[config.mk]
export PLATFORM = sky130hd
export DESIGN_NAME = vend_datapath_p
export DESIGN_NICKNAME = d
export VERILOG_FILES = /design/src/rtl/vend_datapath_p.sv
export SDC_FILE = /design/constraint.sdc
export NUM_CORES = 1
export LEC_CHECK = 0
export ABC_AREA = 1
export BUFFER_PORTS_ARGS = -buffer_cell sky130_fd_sc_hd__buf_2
export CORE_MARGIN = 4
export CORE_UTILIZATION = 46
export CTS_CLUSTER_DIAMETER = 100
export DETAILED_ROUTE_END_ITERATION = 10
export SLEW_MARGIN = 20
export SYNTH_ARGS = -nofsm -noshare
export SYNTH_HDL_FRONTEND = slang
export SYNTH_SLANG_ARGS = --single-unit
[constraint.sdc]
create_clock -name clk -period 3.9 [get_ports clk]
set_input_delay 0.78 -clock clk [delete_from_list [all_inputs] [get_ports clk]]
set_output_delay 0.78 -clock clk [all_outputs]
set_load 0.05 [all_outputs]
[src/rtl/vend_datapath_p.sv]
// Vending-machine data path: slot table (price/qty), credit accumulator with
// a ceiling, two-cycle select/commit vend, and change/refund/reject returns.
module vend_datapath_p #(
   parameter int N_ITEMS    = 32,
   parameter int SEL_W      = 5,
   parameter int MONEY_W    = 13,
   parameter int PRICE_W    = 10,
   parameter int QTY_W      = 5,
   parameter int MAX_CREDIT = 5000
) (
   input  logic               clk,
   input  logic               rst,
   input  logic               pay_valid,
   input  logic [MONEY_W-1:0] payment,
   input  logic               sel_valid,
   input  logic [SEL_W-1:0]   select,
   input  logic               cancel,
   input  logic               cfg_we,
   input  logic [SEL_W-1:0]   cfg_addr,
   input  logic [PRICE_W-1:0] cfg_price,
   input  logic [QTY_W-1:0]   cfg_qty,
   output logic [MONEY_W-1:0] credit,
   output logic [N_ITEMS-1:0] avail,
   output logic               busy,
   output logic               deposit,
   output logic [SEL_W-1:0]   drop,
   output logic               change_valid,
   output logic [MONEY_W-1:0] change,
   output logic               reject,
   output logic               err_sold_out,
   output logic               err_funds,
   output logic               cfg_ack
);

   typedef enum logic [1:0] {IDLE, COLLECT, VEND} state_t;

   state_t             state_q, state_d;
   logic [MONEY_W-1:0] credit_q, credit_d;
   logic [SEL_W-1:0]   sel_q, sel_d;
   logic [PRICE_W-1:0] price_q [N_ITEMS];
   logic [QTY_W-1:0]   qty_q   [N_ITEMS];
   logic [MONEY_W-1:0] change_q, change_d;
   logic [SEL_W-1:0]   drop_q, drop_d;
   logic               deposit_q, deposit_d, cv_q, cv_d, reject_q, reject_d;
   logic               sold_q, sold_d, funds_q, funds_d, ack_q, ack_d;

   logic [MONEY_W:0]   sum;
   logic               sel_ok, wr, dec;
   logic [SEL_W-1:0]   sel_idx;
   logic [PRICE_W-1:0] sel_price;
   logic [QTY_W-1:0]   sel_qty;

   // Latched slot lookup; out-of-range slots read slot 0 but are treated as sold out.
   assign sel_ok    = int'(sel_q) < N_ITEMS;
   assign sel_idx   = sel_ok ? sel_q : '0;
   assign sel_price = price_q[sel_idx];
   assign sel_qty   = qty_q[sel_idx];
   assign sum       = {1'b0, credit_q} + {1'b0, payment};

   // Next-state and pulse decode; cancel > select > payment in IDLE/COLLECT.
   always_comb begin
      state_d   = state_q;
      credit_d  = credit_q;
      sel_d     = sel_q;
      change_d  = change_q;
      drop_d    = drop_q;
      deposit_d = 1'b0;
      cv_d      = 1'b0;
      reject_d  = 1'b0;
      sold_d    = 1'b0;
      funds_d   = 1'b0;
      ack_d     = 1'b0;
      wr        = 1'b0;
      dec       = 1'b0;
      case (state_q)
         IDLE, COLLECT: begin
            wr    = cfg_we && (state_q == IDLE) && (int'(cfg_addr) < N_ITEMS);
            ack_d = wr;
            if (cancel) begin
               reject_d = pay_valid;
               if (state_q == COLLECT) begin
                  change_d = credit_q;
                  cv_d     = 1'b1;
                  credit_d = '0;
                  state_d  = IDLE;
               end
            end else if (sel_valid) begin
               reject_d = pay_valid;
               if (state_q == COLLECT) begin
                  sel_d   = select;
                  state_d = VEND;
               end
            end else if (pay_valid && (payment != '0)) begin
               if (sum <= (MONEY_W+1)'(MAX_CREDIT)) begin
                  credit_d = sum[MONEY_W-1:0];
                  state_d  = COLLECT;
               end else begin
                  reject_d = 1'b1;
               end
            end
         end
         VEND: begin
            reject_d = pay_valid;
            if (!sel_ok || (sel_qty == '0)) begin
               sold_d  = 1'b1;
               state_d = COLLECT;
            end else if (credit_q < MONEY_W'(sel_price)) begin
               funds_d = 1'b1;
               state_d = COLLECT;
            end else begin
               deposit_d = 1'b1;
               drop_d    = sel_q;
               dec       = 1'b1;
               change_d  = credit_q - MONEY_W'(sel_price);
               cv_d      = 1'b1;
               credit_d  = '0;
               state_d   = IDLE;
            end
         end
         default: state_d = IDLE;
      endcase
   end

   // Control, credit and output registers.
   always_ff @(posedge clk) begin
      if (rst) begin
         state_q   <= IDLE;
         credit_q  <= '0;
         sel_q     <= '0;
         change_q  <= '0;
         drop_q    <= '0;
         deposit_q <= 1'b0;
         cv_q      <= 1'b0;
         reject_q  <= 1'b0;
         sold_q    <= 1'b0;
         funds_q   <= 1'b0;
         ack_q     <= 1'b0;
      end else begin
         state_q   <= state_d;
         credit_q  <= credit_d;
         sel_q     <= sel_d;
         change_q  <= change_d;
         drop_q    <= drop_d;
         deposit_q <= deposit_d;
         cv_q      <= cv_d;
         reject_q  <= reject_d;
         sold_q    <= sold_d;
         funds_q   <= funds_d;
         ack_q     <= ack_d;
      end
   end

   // Slot table: restock writes (IDLE only) and vend decrements never coincide.
   always_ff @(posedge clk) begin
      for (int i = 0; i < N_ITEMS; i++) begin
         if (rst) begin
            price_q[i] <= '0;
            qty_q[i]   <= '0;
         end else if (wr && (int'(cfg_addr) == i)) begin
            price_q[i] <= cfg_price;
            qty_q[i]   <= cfg_qty;
         end else if (dec && (int'(sel_q) == i)) begin
            qty_q[i]   <= qty_q[i] - QTY_W'(1);
         end
      end
   end

   // Per-slot availability from registered credit and table.
   for (genvar g = 0; g < N_ITEMS; g++) begin : g_avail
      assign avail[g] = (qty_q[g] != '0) && (credit_q >= MONEY_W'(price_q[g]));
   end

   assign credit       = credit_q;
   assign busy         = (state_q == VEND);
   assign deposit      = deposit_q;
   assign drop         = drop_q;
   assign change_valid = cv_q;
   assign change       = change_q;
   assign reject       = reject_q;
   assign err_sold_out = sold_q;
   assign err_funds    = funds_q;
   assign cfg_ack      = ack_q;

endmodule

==> results.md <==
* Total CTS buffers at between 60 and 70
* Post-layout util at 0.534
* YS warnings at 0
* Failing checks: negative setup slack
* Pre-CTS WS at -0.0644 ns
* WL final at about 130000 µm
* # diodes at 0
* GRT Util Overall at 0.308
* Layout cells sized above 1 at 0.116
* DR WL/cell at 23.6 µm
* Max Cap Violations at 0
* Number of synthesized flops with an enable pin at 480
* Core Rows at roughly 100
* Register area share after synthesis at 0.429
* Gpl congestion at just under 1
* Leak at about 19 nW
* Ys async rst share at 0
* CP Class: flop to flop
* Via/cell ratio at about 5.8
* Distinct cells, synth at 51
* Crit path max fanout at 17
* Total number of vias at 32100
* Total grt overflow at 0
* HPWL after DPL at 93800 µm
* Die area at between 0.08 and 0.09 mm²
* Later-pin clock latency in the skew report at 0.61 ns
* Initial antenna violation count at 2
* Pre-Repair DR Iteration Count at 6
* Cells on worst reg2reg path at 19
* CTS tree: done
* CTS sink count at 529
* Die width at approximately 290 µm
* CP Data Required Time at around 4.2 ns
* Worst Tran Pin Value at roughly 1.2 ns
* Crit end category: flop
* IO Count at roughly 110
* Starting Density at 0.464
* Hold_buf cts at 0
* Antenna viol nets, final at 0
* Clock slew at reported path FFs at 0.06 ns
* Worst reg-to-reg setup slack at -0.07 ns
* Fin crit share at 1.02
* Count of buffers from port buffering at 113
* Vias in the first global route at between 20000 and 30000
* Worst Skew at roughly 0.024 ns
* Setup crit start kind: flop
* Post-route worst setup slack at -0.0669 ns
* Run status: complete, but fails checks
* FF+latch count, synth at ~530
* Placed insts at 5405
* First-pass GRT wire length at approximately 190000 µm
* CTS Buffer Depth at 3
* Final setup fails at roughly 70
* Rel. slew slack at 0.208
* Core area at just under 0.08 mm²
* # DRC at 0
* Area Growth Syn to Fin at 15.3%
* Max-slew violation count at 0
* WP data arrival at about 4.3 ns
* Drt first-iter violations at between 4000 and 5000
* Hold endpoint: reject
* Nets at around 4900
* Post-synthesis instance total at 4219
* Largest net degree at the start of global routing at a little over 90
* Peak supply drop at roughly 320 µV
* Fmax at between 200 and 300 MHz
* Final non-filler cell total at between 5000 and 6000
* Worst min path class: input pin to flop
* Synth Flop Type: edfxtp_1
* Hold Startpoint: pay_valid
* Synthesized area at around 0.036 mm²
* Root buffer cell: clkbuf_16
* Worst reg2reg endpoint: qty_q[20][2]
* Die Ht at between 200 and 300 µm
* Synthesized area per cell at 8.50 µm²
* P per Cell Area at 397 mW/mm²
* Final hold viol count at 0
* Hold depth at 3
* Unrepaired setup endpoints after global routing: yes
* Mapped Nets at around 4700
* CTS H-Tree Depth at 3
* Min Tclk post-route at 3.97 ns
## state kept, by name, indices dropped and copies added (netlist names), named ones only
register and count:
deposit 1, credit 13, change_valid 1, err_sold_out 1, state_q 2, qty_q 160, change 13, sel_idx 5
cfg_ack 1, err_funds 1, price_q 320, reject 1, drop 5
## power breakdown
| part | internal, W | switching, W | leakage, nW |
|---|---|---|---|
| Clock | 0.00366 | 0.00249 | 1.05 |
| Sequential | 0.00638 | 0.000156 | 5.40 |
| Combinational | 0.00117 | 0.00254 | 12.1 |
| Total | 0.0112 | 0.00518 | 18.5 |
## cells in the mapped netlist, drive strengths merged (19+ instances only)
master,instances,share of area
o22ai,122,0.021
o21bai,27,0.0057
nand3,167,0.025
nor2,639,0.068
clkbuf,140,0.015
xnor2,39,0.0095
o21ai,378,0.053
ha,407,0.14
o41ai,21,0.0051
buf,50,0.0082
inv,600,0.063
dfxtp,49,0.027
nor3,40,0.0056
xor2,60,0.015
nand2,475,0.050
nand4,69,0.012
edfxtp,480,0.40
a211oi,19,0.0040
a21oi,327,0.046
## worst max-delay path, cell delays in order, from the launching register on
cell and delay, ns:
dfxtp_4 0.38, buf_4 0.15, buf_4 0.29, a21oi_1 0.10
a21oi_1 0.32, o21ai_0 0.24, a32o_1 0.28, ha_1 0.31
nand2_1 0.08, nor3_1 0.20, a21oi_2 0.11, inv_1 0.09
nand3_1 0.11, nand2_2 0.14, nand3_4 0.08, buf_12 0.19
nor2_4 0.09, buf_4 0.19, nand2_1 0.06, nand2_1 0.20
## how the worst max path moves through the flow
stage          from           end  slack (ns)
4_1_cts        flop  qty_q[26][3]      -0.004
5_1_grt        flop  qty_q[12][4]       -0.25
3_3_place_gp   flop  qty_q[29][4]       -0.06
2_1_floorplan  flop  qty_q[19][0]        0.12
3_5_place_dp   flop  qty_q[26][3]       -0.06
6_report       flop  qty_q[20][2]       -0.07
## placed cells by master, fill, tap and decap left out, types with 28 or more instances in the layout
cell type  Yosys  routed
edfxtp_1     480     480
buf_4          7     187
nand4_1       69      69
nand3_1      156     155
ha_1         407     407
buf_12         0      28
nor3_1        40      40
o21ai_0      373     344
o21ai_1        5      33
a21oi_1      327     325
inv_1        597     584
nand2_1      471     455
nor2_1       623     621
o22ai_1      122     122
dfxtp_1       49      38
clkbuf_16      0      73
xnor2_1       39      39
xor2_1        60      60
buf_2         28     112
## final cells by class
cell class / instances / area (µm²)
Tap cell: 1040 / 1300
Timing Repair Buffer: 339 / 2690
Fill cell: 7283 / 36000
Sequential cell: 529 / 15400
Clock buffer: 91 / 1930
Inverter: 603 / 2270
Clock inverter: 26 / 218
Multi-Input combinational cell: 2898 / 17500
## kinds of logic after synthesis
kind of cell | count (synthesis) | synth area share
DFF | 529 | 0.429
and+or+nand+nor | 1424 | 0.168
adders and majority gates | 409 | 0.143
xor gates and xnor gates | 99 | 0.0242
buffers and inverters | 793 | 0.0861
AOI/OAI and AO/OA | 965 | 0.150
## stage by stage
stage	power (W)	instance area (µm²)	TNS (ns)	hold slack, ns
finish	0.0164	41300	-1.66	0.386
global route	0.0170	41300	-47.36	0.410
CTS	0.0164	41100	-0.00368	0.367
detailed placement	0.0102	38900	-3.31	0.458
global placement	0.0102	38900	-1.36	0.459
floorplan	0.00887	35900	0	0.483
## metal layers
| metal | vias up | wire length, µm | global-route usage | part of all wire |
|---|---|---|---|---|
| met1 | 15200 | 55100 | 0.435 | 0.42 |
| li1 | 14900 | - | - | - |
| met5 | - | 13 | 0 | 0.00010 |
| met3 | 260 | 13200 | 0.0528 | 0.10 |
| met4 | 2 | 4600 | 0.103 | 0.035 |
| met2 | 1694 | 57300 | 0.482 | 0.44 |
## what timing repair did
item / in CTS / in global routing
resized for setup: 27 / 47
gates cloned: 0 / 2
pin swaps: 2 / 4
setup buffers: 0 / 2
setup endpoints to repair: 146 / 369
Note: power is estimated with default switching activity, not from simulation.
